<file path="config.mk">
export PLATFORM = sky130hd
export DESIGN_NAME = fwft_reader
export DESIGN_NICKNAME = d
export VERILOG_FILES = /design/src/rtl/fwft_reader.sv
export SDC_FILE = /design/constraint.sdc
export NUM_CORES = 1
export LEC_CHECK = 0
export BUFFER_PORTS_ARGS = -buffer_cell sky130_fd_sc_hd__buf_4
export CAP_MARGIN = 20
export CORE_MARGIN = 2
export CORE_UTILIZATION = 39
export CTS_BUF_LIST = sky130_fd_sc_hd__clkbuf_8
export DETAILED_ROUTE_END_ITERATION = 16
export HOLD_SLACK_MARGIN = 0.1
export PLACE_DENSITY = 0.66
export SLEW_MARGIN = 10
export SYNTH_ARGS = -nofsm -noshare
export SYNTH_HDL_FRONTEND = slang
export SYNTH_SLANG_ARGS = --single-unit
</file>
<file path="constraint.sdc">
create_clock -name rd_clk -period 4.2 [get_ports rd_clk]
set_input_delay 0.42 -clock rd_clk [delete_from_list [all_inputs] [get_ports rd_clk]]
set_output_delay 0.42 -clock rd_clk [all_outputs]
set_load 0.1 [all_outputs]
</file>
<file path="src/rtl/fwft_reader.sv">
// fwft_reader: turns a standard-mode FIFO (data one cycle after the read
// strobe) into a first-word-fall-through interface. A 3-entry ordered
// buffer (head, slot1, slot2) absorbs the read latency. It keeps enough
// words in flight that a consumer popping every cycle sees no bubbles.
module fwft_reader #(
    parameter int DATA_WIDTH = 36
) (
    input  logic                  rd_clk,
    input  logic                  rst,
    input  logic                  fifo_empty,
    input  logic [DATA_WIDTH-1:0] fifo_dout,
    output logic                  fifo_rd_en,
    input  logic                  rd_en,
    output logic [DATA_WIDTH-1:0] dout,
    output logic                  empty,
    output logic [1:0]            level
);

    logic [1:0]            count_q, count_d;
    logic                  inflight_q, inflight_d;
    logic                  empty_q, empty_d;
    logic [DATA_WIDTH-1:0] head_q, head_d;
    logic [DATA_WIDTH-1:0] slot1_q, slot1_d;
    logic [DATA_WIDTH-1:0] slot2_q, slot2_d;

    logic                  pop;
    logic [2:0]            occupancy;
    logic [1:0]            wr_pos;

    // Flow control: a pop needs a held word. The upstream read is issued only
    // while held plus in-flight words leave room, so capture can never overflow.
    // rd_en is deliberately kept out of the read strobe to avoid a long
    // combinational path to the upstream FIFO.
    always_comb begin
        pop        = rd_en && !empty_q;
        occupancy  = {1'b0, count_q} + {2'b00, inflight_q};
        fifo_rd_en = !rst && !fifo_empty && (occupancy < 3'd3);
        wr_pos     = count_q - {1'b0, pop};
    end

    // Next buffer contents: shift on pop, then drop the returning word into
    // the first free position left after that shift.
    always_comb begin
        head_d  = head_q;
        slot1_d = slot1_q;
        slot2_d = slot2_q;
        if (pop) begin
            head_d  = slot1_q;
            slot1_d = slot2_q;
        end
        if (inflight_q) begin
            case (wr_pos)
                2'd0:    head_d  = fifo_dout;
                2'd1:    slot1_d = fifo_dout;
                default: slot2_d = fifo_dout;
            endcase
        end
        count_d    = count_q + {1'b0, inflight_q} - {1'b0, pop};
        inflight_d = fifo_rd_en;
        empty_d    = (count_d == 2'd0);
    end

    // Control state and the visible head word; reset discards any word in flight.
    always_ff @(posedge rd_clk or posedge rst) begin
        if (rst) begin
            count_q    <= 2'd0;
            inflight_q <= 1'b0;
            empty_q    <= 1'b1;
            head_q     <= '0;
        end else begin
            count_q    <= count_d;
            inflight_q <= inflight_d;
            empty_q    <= empty_d;
            head_q     <= head_d;
        end
    end

    // Backing slots hold no meaning while count excludes them, so no reset.
    always_ff @(posedge rd_clk) begin
        slot1_q <= slot1_d;
        slot2_q <= slot2_d;
    end

    assign dout  = head_q;
    assign empty = empty_q;
    assign level = count_q;

endmodule

</file>
# Word-level counts from Yosys, hierarchy flattened
# Cells that the tools add are included.
# word_totals
inputBits	40
ff_bits	112
out_inout_bits	40
# op_classes
eq_ne	1
muxes	6
add_sub_neg	4
magnitude_cmp	1
bitwise	1
reduce_logical	10
# ops
operator	count
$mux W36	6
$logic_not A2 Y1	2
$sub A2 B1 Y2	2
$add A2 B1 Y3	1
$logic_and A1 B1 Y1	3
$logic_not A1 Y1	3
$lt A3 B2 Y1 const B	1
$add A2 B1 Y2	1
$eq A2 B1 Y1 const B	1
$reduce_and A2 Y1	1
$reduce_or A2 Y1	1
$not A1 Y1	1

# Longest topological paths before layout
# logic_depth
depth_word	7
ltp_mapped	7
mapped_depth_nobuf	6

# Worst setup path after synthesis
# OpenSTA, ideal clock, no wires.
# synth_timing
kind	register to register
startpoint	reg count_q[0], in the netlist level[0]
endpoint	reg inflight_q
arrival_time_ns	6.283
period_less_slack_ns	6.888
stages_incl_launch_ff	4
required_time_ns	3.595
setup_time_ns	0.605
setup_slack_ns	-2.688
cell_sequence	dfrtp_1 ha_1 ha_1 a2111oi_0
# synth_via
elab_chain_cells	3
# synth_rtl
element	line_no	text
from (decl)	19	logic [1:0] count_q, count_d;
from (signal assigned)	71	count_q <= count_d;
$add A2 B1 Y3	36	occupancy = {1'b0, count_q} + {2'b00, inflight_q};
$lt A3 B2 Y1	37	fifo_rd_en = !rst && !fifo_empty && (occupancy < 3'd3);
$logic_and A1 B1 Y1	37	
named net fifo_rd_en	12	output logic fifo_rd_en,
to (signal assigned)	72	inflight_q <= inflight_d;
to (decl)	20	logic inflight_q, inflight_d;
# The timed path passes the listed nets, and every way through them passes these cells.
# A chain may end at the register's enable or synchronous reset.

# Worst setup path after layout
# layout_timing
startpoint	reg empty_q, in the netlist empty
endpoint	reg slot1_q[3]
# layout_via
elab_chain_cells	6
word_cells_on_any_way	7
cone_classes	add/sub (1); eq/ne (1); mux (3); reduce/logical (2)
# layout_rtl
element	line_no	text
from (decl)	21	logic empty_q, empty_d;
from (signal assigned)	73	empty_q <= empty_d;
$logic_not A1 Y1 *	35	pop = rd_en && !empty_q;
$logic_and A1 B1 Y1 *	35	
$sub A2 B1 Y2	38	wr_pos = count_q - {1'b0, pop};
$eq A2 B1 Y1	52	case (wr_pos)
$mux W36	52	
$mux W36 *	51	if (inflight_q) begin
named net slot1_d[3]	23	logic [DATA_WIDTH-1:0] slot1_q, slot1_d;
to (signal assigned)	80	slot1_q <= slot1_d;
to (decl)	23	
# Mark *: on every way through the listed nets, which the timed path passes. The rest lies on a longest branch.

==> flow_summary.toml <==
[die]
die-width_um = 115
io_pins = 80
die_area_um2 = 13300
rows = 40
die_h_um = 115
core_area_um2 = 12100
initial_core_util_pct = 40.0

[routing]
drt-vias-per-instance = 4.68
drc_errors = 0
ant_nets = 0
post_drt_wl_per_cell_um = 14.2
dr.first_iter.drc_count = 150
drtPass1Iterations = 4
totalWireLength_um = 9770
num_vias = 3228

[run]
maxCapViolations = 0

[synthesis]
synth_edf_count = 36
synth_cell_types = 25
synthTopCellsByCount = "nand2_1, mux2_2, dfrtp_1"
seq_area_frac_synth_pct = 58.1
synth-seq-cells = 112
yosysTopAreaCell = "edfxtp_1"
ys.flop_type = "dfrtp_1"
syn_avg_cell_area_um2 = 10.9
synthTopCellsByArea = "edfxtp_1, dfrtp_1, nand2_1, dfxtp_1, mux2_2"
netlist_area_um2 = 4830
synth.most_common_cell = "nand2_1"
synth_nets = 486
synthCells = 443
yosys_warnings = 0
synth_top_area_share_pct = 22.4
ys_async_sr_fraction_pct = 35.7

[sta]
fin_setup_tns_ps = 0
max_freq_mhz = 352
drv_slew = 0
layout_min_cycle_time_ps = 2840
rsz0062_at_grt = "no"
clock_skew_ps = 8.12
fin_crit_sh_pct = 67.7
final_hold_viol_count = 0
worstMarginPinSlew_ps = 1000
relSlewSlack_pct = 33.3
setup_viol_count_final = 0

[global_route]
first_global_vias = 3102
grt_pass1_wl_um = 15900
grt-ovfl-total = 0
track_usage_pct = 15.6
grt_max_degree = 73
antenna_found_initial = 0

[setup_path]
r2r-end = "slot1_q[3]"
worstSetupStartpointType = "register"
crit_top_cell = "buf_4"
rr_startpoint = "empty"
critPathKind = "register to register"
path_delay_family = "buffers and inverters"
worst-r2r-setup-slack_ps = 1360
cpPeakStageDelay_ps = 570
cpMaxStageDelayCell = "dfstp_2"
critPathBufInv = 2
required_ps = 4480
endpoint_kind = "register"
worstPathArrival_ps = 3120
crit_chain = "nand2b_2 -> buf_4 -> nor3b_1 -> o21ai_4 -> buf_4 -> mux2_2"
path_max_fanout = 46
r2r_cells = 6

[min_path]
hold_depth = 2
min-delay-start = "fifo_empty"
min_path_type = "primary input to register"
min_to = "inflight_q"

[cts]
cts_buffers = 9
cts_setup_buffers = 0
cts_buffer_depth = 2
root_buffer = "clkbuf_8"
htree_levels = 3
cts_tree = "done"
clkTransAtPathRegs_ps = 110
worstSkewPairLatency_ps = 380
clock_sinks = 112

[layout]
num_antenna_cells = 0
layout.nets = 560
drive_above_1_share_pct = 34.9
synthToLayoutAreaGrowth_pct = 20.7

[outcome]
outcome = "complete, no violations"

[placement]
gp_congestion = 0.783
port-buffer-count = 79
dp_hpwl_um = 6060
## kinds of logic after synthesis
group                      share of synthesized area (%)
and+or+nand+nor                                     18.1
DFF                                                 58.1
muxes                                               19.1
buffers and inverters                               2.62
xor gates and xnor gates                           0.726
adders and majority gates                          0.778
AOI/OAI and AO/OA                                  0.519
## metrics by stage
stage	util [%]	cells	instance area [µm²]	worst slack, ps	hold slack, ps
after floorplan	-	443	4830	279	519
after global placement	46.2	672	5570	1350	538
after detailed placement	46.2	672	5570	1300	554
after CTS	48.0	688	5800	1280	167
after global routing	48.3	690	5830	1150	177
final	48.3	690	5830	1360	199
## cells in the final DEF, fill, tap and decap left out, types with 2 or more instances in the layout
master / n
clkinvlp_4: 2
mux2_4: 30
mux2_2: 42
dfrtp_1: 39
nor2_1: 3
nand2_1: 217
bufinv_16: 2
clkbuf_8: 9
edfxtp_1: 36
ha_1: 3
xnor2_1: 3
buf_4: 84
dfxtp_1: 36
## layer usage
| layer | wire (µm) | GRT usage [%] | part of all wire (%) | vias up |
|---|---|---|---|---|
| met4 | 129 | 4.74 | 1.3 | 0 |
| met2 | 4550 | 24.0 | 47 | 69 |
| met5 | 0 | 0 | 0 | - |
| li1 | - | - | - | 1592 |
| met3 | 433 | 4.80 | 4.4 | 11 |
| met1 | 4660 | 21.4 | 48 | 1556 |
## registers in the layout, indices dropped and copies added (netlist names)
name,count
level,2
dout,36
slot2_q,36
inflight_q,1
slot1_q,36
empty,1
## worst register-to-register path, stage by stage (launching register included)
cell      delay [ps]
dfstp_2          570
nand2b_2         560
buf_4            540
nor3b_1          190
o21ai_4          150
buf_4            350
mux2_2           390
## final cells by class
cell class	count	area, µm²
Fill cell	1101	6240
Sequential cell	112	2800
Multi-Input combinational cell	307	1920
Timing Repair Buffer	86	661
Tap cell	168	210
Clock buffer	9	124
Clock inverter	7	104
Inverter	1	3.75
## worst max-delay path by stage
| stage | from | endpoint | slack [ps] | depth (start not counted) |
|---|---|---|---|---|
| after floorplan | level[0] | fifo_rd_en | 280 | 3 |
| after global placement | empty | slot1_q[2] | 1350 | 6 |
| after detailed placement | empty | dout[15] | 1300 | 5 |
| after CTS | empty | dout[15] | 1280 | 5 |
| after global routing | empty | dout[29] | 1150 | 5 |
| final | empty | slot1_q[3] | 1360 | 6 |
## timing repair
item	4_1_cts	5_1_grt
gates resized for setup	0	0
endpoints found under the hold margin	0	11
hold buffers	0	1
Power is left out: the tool's default activity adds up to more than one toggle a clock period on the data nets, which glitch-free logic cannot reach.
